File: src/rtl/arch_defs_pkg.sv
// Shared SAP-2 architecture definitions: opcodes, control-word bit map, ALU ops, sequencer states.
package arch_defs_pkg;

  localparam logic [7:0] OP_NOP = 8'h00;
  localparam logic [7:0] OP_LDA = 8'h10;
  localparam logic [7:0] OP_STA = 8'h20;
  localparam logic [7:0] OP_ADD = 8'h30;
  localparam logic [7:0] OP_SUB = 8'h31;
  localparam logic [7:0] OP_AND = 8'h32;
  localparam logic [7:0] OP_OR  = 8'h33;
  localparam logic [7:0] OP_XOR = 8'h34;
  localparam logic [7:0] OP_JMP = 8'h40;
  localparam logic [7:0] OP_JZ  = 8'h41;
  localparam logic [7:0] OP_JN  = 8'h42;
  localparam logic [7:0] OP_OUT = 8'hE0;
  localparam logic [7:0] OP_HLT = 8'hF0;

  // Control-word bit indices; bit 15 is reserved and always 0.
  localparam int PC_OE      = 0;
  localparam int PC_INC     = 1;
  localparam int PC_LOAD    = 2;
  localparam int MAR_LOAD   = 3;
  localparam int RAM_OE     = 4;
  localparam int RAM_WE     = 5;
  localparam int IR_LOAD    = 6;
  localparam int OPND_LOAD  = 7;
  localparam int OPND_OE    = 8;
  localparam int A_LOAD     = 9;
  localparam int A_OE       = 10;
  localparam int B_LOAD     = 11;
  localparam int ALU_OE     = 12;
  localparam int FLAGS_LOAD = 13;
  localparam int OUT_LOAD   = 14;

  typedef enum logic [2:0] {ALU_ADD, ALU_SUB, ALU_AND, ALU_OR, ALU_XOR} alu_op_t;

  typedef enum logic [3:0] {
    S_RESET, F0, F1, F2, F3, F4, E0, E1, E2, E3, E4, E5, S_HALT
  } seq_state_t;

  typedef enum logic [3:0] {
    C_NOP, C_LDA, C_STA, C_ALU, C_JMP, C_JZ, C_JN, C_OUT, C_HLT
  } op_class_t;

endpackage

File: src/rtl/control_sequencer_opcode_decoder.sv
// Combinational opcode classifier: instruction class, number of execute steps, ALU op, legality.
// Unknown opcodes decode as a zero-length NOP with legal low.
module opcode_decoder
  import arch_defs_pkg::*;
#(
  parameter int DATA_WIDTH = 8
) (
  input  logic [DATA_WIDTH-1:0] opcode,
  output op_class_t             op_class,
  output logic [2:0]            exec_len,
  output alu_op_t               alu_op,
  output logic                  legal
);

  always_comb begin
    op_class = C_NOP;
    exec_len = 3'd0;
    alu_op   = ALU_ADD;
    legal    = 1'b1;
    case (opcode)
      DATA_WIDTH'(OP_NOP): ;
      DATA_WIDTH'(OP_LDA): begin op_class = C_LDA; exec_len = 3'd4; end
      DATA_WIDTH'(OP_STA): begin op_class = C_STA; exec_len = 3'd3; end
      DATA_WIDTH'(OP_ADD), DATA_WIDTH'(OP_SUB), DATA_WIDTH'(OP_AND),
      DATA_WIDTH'(OP_OR),  DATA_WIDTH'(OP_XOR): begin
        op_class = C_ALU;
        exec_len = 3'd6;
        alu_op   = alu_op_t'(opcode[2:0]);
      end
      DATA_WIDTH'(OP_JMP): begin op_class = C_JMP; exec_len = 3'd2; end
      DATA_WIDTH'(OP_JZ):  begin op_class = C_JZ;  exec_len = 3'd2; end
      DATA_WIDTH'(OP_JN):  begin op_class = C_JN;  exec_len = 3'd2; end
      DATA_WIDTH'(OP_OUT): begin op_class = C_OUT; exec_len = 3'd1; end
      DATA_WIDTH'(OP_HLT): op_class = C_HLT;
      default: legal = 1'b0;
    endcase
  end

endmodule

File: src/rtl/control_sequencer.sv
// SAP-2 fetch/decode/execute microsequencer driving one registered control word per cycle.
// Outputs are computed from the next state and registered, so they always describe the current state.
module control_sequencer
  import arch_defs_pkg::*;
#(
  parameter int DATA_WIDTH = 8,
  parameter int CTRL_WIDTH = 16
) (
  input  logic                  clk,
  input  logic                  reset,
  input  logic [DATA_WIDTH-1:0] opcode_i,
  input  logic                  flag_zero_i,
  input  logic                  flag_negative_i,
  output logic [CTRL_WIDTH-1:0] ctrl_o,
  output logic [2:0]            alu_op_o,
  output logic                  instr_done_o,
  output logic                  illegal_o,
  output logic                  halt_o
);

  seq_state_t            state, state_n;
  logic [DATA_WIDTH-1:0] op_q, dec_in;
  op_class_t             cls;
  logic [2:0]            len;
  alu_op_t               aop;
  logic                  legal;
  logic [3:0]            step_cur, step_n;
  logic                  taken;
  logic [CTRL_WIDTH-1:0] ctrl_n;
  logic [2:0]            alu_n;
  logic                  done_n, illegal_n, halt_n;

  // Opcode is latched on the edge into F4, so F4's own outputs decode the live IR value.
  assign dec_in = (state == F3) ? opcode_i : op_q;

  opcode_decoder #(.DATA_WIDTH(DATA_WIDTH)) u_dec (
    .opcode   (dec_in),
    .op_class (cls),
    .exec_len (len),
    .alu_op   (aop),
    .legal    (legal)
  );

  always_ff @(posedge clk or negedge reset) begin
    if (!reset) begin
      state        <= S_RESET;
      op_q         <= '0;
      ctrl_o       <= '0;
      alu_op_o     <= 3'd0;
      instr_done_o <= 1'b0;
      illegal_o    <= 1'b0;
      halt_o       <= 1'b0;
    end else begin
      state        <= state_n;
      if (state == F3) op_q <= opcode_i;
      ctrl_o       <= ctrl_n;
      alu_op_o     <= alu_n;
      instr_done_o <= done_n;
      illegal_o    <= illegal_n;
      halt_o       <= halt_n;
    end
  end

  always_comb begin
    state_n   = state;
    ctrl_n    = '0;
    alu_n     = 3'd0;
    done_n    = 1'b0;
    illegal_n = 1'b0;
    halt_n    = 1'b0;
    step_cur  = 4'(state) - 4'(E0);
    taken     = 1'b0;

    case (state)
      S_RESET: state_n = F0;
      F0:      state_n = F1;
      F1:      state_n = F2;
      F2:      state_n = F3;
      F3:      state_n = F4;
      F4: begin
        if (cls == C_HLT)      state_n = S_HALT;
        else if (len == 3'd0)  state_n = F0;
        else                   state_n = E0;
      end
      E0, E1, E2, E3, E4, E5:
        state_n = (step_cur + 4'd1 == {1'b0, len}) ? F0 : seq_state_t'(4'(state) + 4'd1);
      default: state_n = S_HALT;
    endcase

    step_n = 4'(state_n) - 4'(E0);
    case (cls)
      C_JMP:   taken = 1'b1;
      C_JZ:    taken = flag_zero_i;
      C_JN:    taken = flag_negative_i;
      default: taken = 1'b0;
    endcase

    case (state_n)
      F0, F3: begin ctrl_n[PC_OE] = 1'b1; ctrl_n[MAR_LOAD] = 1'b1; end
      F2: begin ctrl_n[RAM_OE] = 1'b1; ctrl_n[IR_LOAD] = 1'b1; ctrl_n[PC_INC] = 1'b1; end
      F4: begin
        illegal_n = !legal;
        done_n    = (len == 3'd0) && (cls != C_HLT);
      end
      E0: begin
        if (cls == C_OUT) begin
          ctrl_n[A_OE] = 1'b1; ctrl_n[OUT_LOAD] = 1'b1;
        end else begin
          ctrl_n[RAM_OE] = 1'b1; ctrl_n[OPND_LOAD] = 1'b1; ctrl_n[PC_INC] = 1'b1;
        end
      end
      E1: begin
        if (cls == C_JMP || cls == C_JZ || cls == C_JN) begin
          ctrl_n[OPND_OE] = taken; ctrl_n[PC_LOAD] = taken;
        end else begin
          ctrl_n[OPND_OE] = 1'b1; ctrl_n[MAR_LOAD] = 1'b1;
        end
      end
      E2: if (cls == C_STA) begin ctrl_n[A_OE] = 1'b1; ctrl_n[RAM_WE] = 1'b1; end
      E3: begin
        ctrl_n[RAM_OE] = 1'b1;
        if (cls == C_ALU) ctrl_n[B_LOAD] = 1'b1;
        else              ctrl_n[A_LOAD] = 1'b1;
      end
      E5: begin ctrl_n[ALU_OE] = 1'b1; ctrl_n[A_LOAD] = 1'b1; ctrl_n[FLAGS_LOAD] = 1'b1; end
      S_HALT: halt_n = 1'b1;
      default: ;
    endcase

    if (state_n >= E0 && state_n <= E5) begin
      done_n = (step_n + 4'd1 == {1'b0, len});
      if (cls == C_ALU && step_n >= 4'd3) alu_n = aop;
    end
  end

endmodule
File: config.mk
export PLATFORM = sky130hd
export DESIGN_NAME = control_sequencer
export DESIGN_NICKNAME = d
export VERILOG_FILES = /design/src/rtl/arch_defs_pkg.sv /design/src/rtl/control_sequencer_opcode_decoder.sv /design/src/rtl/control_sequencer.sv
export SDC_FILE = /design/constraint.sdc
export NUM_CORES = 1
export LEC_CHECK = 0
export ABC_AREA = 1
export CORE_MARGIN = 2
export CORE_UTILIZATION = 45
export CTS_CLUSTER_DIAMETER = 60
export DETAILED_ROUTE_END_ITERATION = 6
export PLACE_DENSITY = 0.69
export SLEW_MARGIN = 20
export SYNTH_ARGS = -nofsm -noshare
export SYNTH_HDL_FRONTEND = slang
export SYNTH_SLANG_ARGS = --single-unit
File: constraint.sdc
create_clock -name clk -period 4.7 [get_ports clk]
set_clock_uncertainty 0.1 [all_clocks]
set_input_delay 1.41 -clock clk [delete_from_list [all_inputs] [get_ports clk]]
set_output_delay 1.41 -clock clk [all_outputs]
set_load 0.005 [all_outputs]
Yosys cells after proc, flatten, opt, wreduce, memory -nomap -nowiden
Cells that the tools add are included.
{ "op_classes": {"n_eq_ne": 43, "muxes": 38, "n_addsub": 5, "n_reduce_logical": 15, "order_cmp": 3} }
{ "ops": {"columns": ["cell", "count"], "rows": [
  ["4-bit by 3-bit == test with 1-bit output (second input constant)", 12],
  ["8-bit by 6-bit == test with 1-bit output (second input constant)", 6],
  ["4-bit == test (second input constant)", 9],
  ["4-bit one-hot mux with 8 select lines", 1],
  ["4-bit one-hot mux with 7 select lines", 1],
  ["8-bit by 7-bit == test with 1-bit output (second input constant)", 3],
  ["1-bit two-way mux", 21],
  ["4-bit by 2-bit == test with 1-bit output (second input constant)", 5],
  ["8-bit == test (second input constant)", 2],
  ["3-bit one-hot mux with 5 select lines", 1],
  ["13-bit OR reduction", 1],
  ["4-bit by 1-bit adder with 4-bit output (second input constant)", 3],
  ["3-bit two-way mux", 4],
  ["1-bit one-hot mux with 2 select lines", 5],
  ["4-bit by 1-bit == test with 1-bit output (second input constant)", 2],
  ["4-bit by 3-bit == test with 1-bit output", 2],
  ["8-bit by 5-bit == test with 1-bit output (second input constant)", 1],
  ["8-bit zero test", 1],
  ["4-bit two-way mux", 2],
  ["8-bit two-way mux", 1],
  ["4-bit by 3-bit subtractor with 4-bit output (second input constant)", 2],
  ["6-bit OR reduction", 1],
  ["5-bit OR reduction", 1],
  ["4-bit by 2-bit >= comparator with 1-bit output (second input constant)", 1],
  ["12 further kinds", 16]
]} }
{ "totals": {"in_bits": 12, "reg_bits": 33} }

Longest topological paths before layout
Gate-level depths: netlist of the first run.
{ "logic_depth": {"word_depth": 14, "depth_mapped": 27, "depth_no_buf": 27} }

Hierarchy
From an unflattened synthesis of the first run, not the netlist that was laid out.
{ "unflattened": {"hier_cells": 286, "hier_area_um2": 2155.8} }
{ "by_module_without_submodules": {"columns": ["mod", "area_each_um2", "seq_area_each_um2", "n_inst", "cells_each"], "rows": [
  ["control_sequencer", 1856.8, 800.8, 1, 223],
  ["opcode_decoder", 299.0, 0.0, 1, 63]
]} }

Worst setup path before layout of the first run
OpenSTA, ideal clock, no wires.
{ "synth_timing": {"path_kind": "input -> register", "start": "input opcode_i[2]", "end": "register instr_done_o", "arrival_ns": 3.699, "t_required_ns": 4.535, "setup_time_ns": 0.065, "stages": 21, "slack_ns": 0.836, "path_cell_list": "nand4_1 nand2_1 inv_2 nand2_4 inv_2 o21ai_4 nand2_2 nor2_1 nand3_1 a21oi_1 nand2_1 inv_1 ha_1 xnor2_1 xor2_1 a21oi_1 o21a_1 nand2_1 nor2_1 nand3_1 nand2_1"} }
{ "synth_between": {"elab_chain_cells": 12, "word_cells_on_any_way": 35} }
{ "synth_rtl": {"columns": ["element", "line", "text"], "rows": [
  ["from (decl)", "control_sequencer.sv:11", "input logic [DATA_WIDTH-1:0] opcode_i,"],
  ["8-bit two-way mux (*)", null, null],
  ["via dec_in[2]", "control_sequencer.sv:22", "logic [DATA_WIDTH-1:0] op_q, dec_in;"],
  ["8-bit by 6-bit == test with 1-bit output / 8-bit by 7-bit == test with 1-bit output (equally long branches)", "control_sequencer_opcode_decoder.sv:20", "case (opcode)"],
  ["5-bit OR reduction / 3-bit OR reduction (equally long branches)", null, null],
  ["3-bit one-hot mux with 5 select lines", "control_sequencer_opcode_decoder.sv:20", null],
  ["3-bit zero test", "control_sequencer.sv:82", "else if (len == 3'd0) state_n = F0;"],
  ["3-bit two-way mux", "control_sequencer.sv:82", null],
  ["4-bit two-way mux", "control_sequencer.sv:81", "if (cls == C_HLT) state_n = S_HALT;"],
  ["4-bit one-hot mux with 7 select lines (*)", "control_sequencer.sv:74", "case (state)"],
  ["via state_n[1]", "control_sequencer.sv:21", "seq_state_t state, state_n;"],
  ["4-bit by 3-bit subtractor with 4-bit output", "control_sequencer.sv:90", "step_n = 4'(state_n) - 4'(E0);"],
  ["4-bit by 1-bit adder with 4-bit output", "control_sequencer.sv:131", "done_n = (step_n + 4'd1 == {1'b0, len});"],
  ["4-bit by 3-bit == test with 1-bit output", "control_sequencer.sv:131", null],
  ["1-bit two-way mux (*)", "control_sequencer.sv:130", "if (state_n >= E0 && state_n <= E5) begin"],
  ["via done_n", "control_sequencer.sv:31", "logic done_n, illegal_n, halt_n;"],
  ["to (signal assigned)", "control_sequencer.sv:58", "instr_done_o <= done_n;"],
  ["to (decl)", "control_sequencer.sv:16", "output logic instr_done_o,"]
]} }
Mark *: on every way through the listed nets, which the timed path passes. The rest lies on a longest branch.

Final worst setup path of the first run
Same ends and word-level chain as after synthesis.

==> results.md, run 1 <==
* Period Utilization, post-route at 0.924
* EDFF count, synth at 0
* CTS tree: done
* Sequential-to-total area share from yosys stat at 0.364
* Cell Chain, Critical Path: clkdlybuf4s50_1, nand4_1, nand2_1, inv_2, nand2_4, inv_2, o21ai_4, nand2_2, nor2_2, nand3_1, a21oi_1, nand2_1, inv_1, ha_1, xnor2_1, xor2_1, a21oi_1, o21a_1, nand2_1, nor2_1, nand3_1, nand2_1
* Core outline area at around 4700 um2
* GR Util All Layers at 0.182
* Synth warn at 0
* Starting Density at 0.466
* Router iterations before antenna repair at 4
* Max incr delay on CP at about 0.46 ns
* Sequential fraction of design power at 0.202
* Max Cap Viol at 0
* Post-CTS setup buffer count at 0
* Peak supply drop at between 0.3 and 0.4 mV
* Cts-stage hold buffer count at 0
* Number of diodes at 0
* Hold path start: op_q[6]$_DFF_PN0_
* Synth-to-layout area growth at 22.7%
* Total Wirelength at approximately 4.6 mm
* Avg Inst Size Synth at a little under 8 um2
* Gr ovfl total at 0
* Post-synth top area share at 0.364
* Initial antenna violation count at 0
* Clock Power Share at 0.134
* Vias in the first global route at around 1700
* Critical R2R Capture: instr_done_o$_DFF_PN0_
* Leak at ~1.4 nW
* Internal power at 0.984 mW
* Final Util at 0.572
* R2R cell count at 23
* Port bufs at 32
* Clk slew on worst S/H paths at 0.08 ns
* Hold Path End: op_q[6]$_DFF_PN0_
* Min-delay worst type: flip-flop to flip-flop
* Vert. Die Dim at roughly 74 um
* Largest net degree at the start of global routing at 33
* Comb pwr share at 0.664
* Crit path max fanout at 6
* Final #Nets at approximately 340
* Num rows at 25
* Register-to-register setup slack at around 0.63 ns
* Synth top cells by count: nand2_1 (60), inv_1 (42), dfrtp_1 (32)
* Slew @ Worst Pin at slightly below 0.6 ns
* Critical Path AT at between 4 and 5 ns
* Final Max Tran Viols at 0
* Root buffer cell: clkbuf_8
* Starting DRT DRC Count at 85
* Slew margin rel. at 0.603
* FFs w/ async S/R, synth at 1.00
* Sw Share at 0.504
* Residual DRC at 0
* Netlist cell types at 38
* Synth Register Bits at 32
* Status: complete, no violations
* Tmin final at about 4.3 ns
* Cells after Synth at between 200 and 300
* Final RePlAce weighted congestion at 0.881
* TNS Setup at 0 ns
* Final ANT Viol Nets at 0
* Most used DFF post-synth: dfrtp_1
* Setup CP Type: primary input to flip-flop
* Ranking of synthesized cells by area: dfrtp_1 (36%), nand2_1 (10%), inv_1 (7.2%), ha_1 (5.7%), nand2_4 (5.1%)
* Global-route wire length before repair at about 7.6 mm
* Drt wl/cell at approximately 12 um
* Max clock buf depth at 2
* CP endpoint kind: flip-flop
* Syn_nets at slightly above 300
* CP max stage cell: clkdlybuf4s50_1
* Worst path most repeated cell: nand2_1
* DP HPWL at ~3.5 mm
* NetSw at roughly 1 mW
* Die Width at around 74 um
* Startpoint types: primary input
* Final setup viols at 0
* Vias per cell at between 4 and 5
* Power per standard cell area at approximately 740 nW/um2
* Die area at ~5500 um2
* Post-cts sizing count at 0
* Netlist Area Pre-Place at ~2200 um2
* CTS buffer count at 5
* Hold Violations, Final at 0
* Vias at roughly 1800
* Top-count cell post-synth: nand2_1
* I/O pins at 34
* Area leader, netlist: dfrtp_1
* Worst-skew pair later-pin latency at 0.29 ns
* FF-to-FF Start: state[0]$_DFF_PN0_
* Worst hold path depth at 2
* Share of cells above drive strength 1 at 0.189
* Worst EP required at 4.84 ns
* RSZ-0062 raised after global routing: no
* H-tree depth at 2
* FMAX at approximately 0.23 GHz
* Clk sinks at 32
-- how the worst max path moves through the flow --
stage | startpoint | endpoint | slack (ns) | cells after the start
3_5_place_dp | opcode_i[2] | instr_done_o$_DFF_PN0_ | 0.02 | 22
4_1_cts | opcode_i[2] | instr_done_o$_DFF_PN0_ | 0.33 | 22
3_3_place_gp | opcode_i[2] | instr_done_o$_DFF_PN0_ | 0.20 | 22
5_1_grt | opcode_i[2] | instr_done_o$_DFF_PN0_ | 0.05 | 22
2_1_floorplan | opcode_i[2] | instr_done_o$_DFF_PN0_ | 0.84 | 21
6_report | opcode_i[2] | instr_done_o$_DFF_PN0_ | 0.36 | 22
-- state kept, by name (all words and copies together), names as in the netlist --
signal,count
alu_op_o,3
ctrl_o,14
halt_o,1
illegal_o,1
instr_done_o,1
op_q,8
state,4
-- metrics by stage --
stage / setup WS [ns] / total power [mW] / area [um2] / cells / hold WS, ns
final: 0.355 / 1.99 / 2700 / 385 / 0.422
after global routing: 0.0501 / 2.16 / 2700 / 385 / 0.455
after CTS: 0.332 / 1.99 / 2700 / 385 / 0.421
after detailed placement: 0.0175 / 1.71 / 2590 / 377 / 0.400
after global placement: 0.200 / 1.69 / 2590 / 377 / 0.398
after floorplan: 0.836 / 1.44 / 2200 / 280 / 0.376
-- cell usage in the layout, fill, tap and decap left out, drive strengths merged, types with 3 or more instances in the layout --
cell type      netlist  final
nand4                7      7
inv                 47     47
xor2                 3      3
clkdlybuf4s50        0     32
nand2               84     84
o21ai               11     11
nand3               23     23
xnor2                3      3
a21oi                3      3
nor2                37     37
clkbuf               0      5
ha                  10     10
dfrtp               32     32
nor3                 5      5
-- layer usage --
layer | vias to the layer above | global-route usage | wire [um] | share of wire
met1 | 818 | 0.241 | 2160 | 0.47
met5 | - | 0 | 0 | 0
met2 | 57 | 0.302 | 2080 | 0.46
met3 | 6 | 0.0244 | 246 | 0.054
li1 | 948 | - | - | -
met4 | 0 | 0.0727 | 76 | 0.017
-- worst max-delay path: cells and delay by family --
family                   cells  cell delay [ns]
AO/OA/AOI/OAI                4             0.65
XOR/XNOR                     2             0.32
adder cells (fa/ha/maj)      1             0.26
buffers and inverters        4             0.74
AND/OR/NAND/NOR             11             1.12
-- power groups by stage --
stage	clock [mW]	combinational, mW	sequential (mW)
6_report	0.266	1.32	0.402
4_1_cts	0.271	1.32	0.402
2_1_floorplan	0	1.05	0.391
5_1_grt	0.278	1.48	0.410
3_3_place_gp	0	1.28	0.406
3_5_place_dp	0	1.30	0.407
-- logic make-up after synthesis --
family                   synth area share
buffers and inverters              0.0994
adder cells (fa/ha/maj)            0.0568
AND/OR/NAND/NOR                     0.394
XOR/XNOR                           0.0239
other                             0.00170
AO/OA/AOI/OAI                      0.0608
flip-flops                          0.364
-- final cells by class --
type                    count  area [um2]
clock buffers               5        68.8
well taps                  67        83.8
clock inverters             3        42.5
multi-input cells         196        1180
flip-flops and latches     32         801
repair buffers             34         335
fillers                   453        2020
inverters                  48         185
(Power assumes the default switching activity.)
==> inputs of run 2 (changes only) <==
--- a/config.mk
+++ b/config.mk
@@ -11,7 +11,7 @@
 export CTS_CLUSTER_DIAMETER = 60
 export DETAILED_ROUTE_END_ITERATION = 6
 export PLACE_DENSITY = 0.69
-export SLEW_MARGIN = 20
+export SLEW_MARGIN = 5
 export SYNTH_ARGS = -nofsm -noshare
 export SYNTH_HDL_FRONTEND = slang
 export SYNTH_SLANG_ARGS = --single-unit
==> results of run 2 <==
Same layout as run 1: the final DEF is identical, and so are final timing and power.
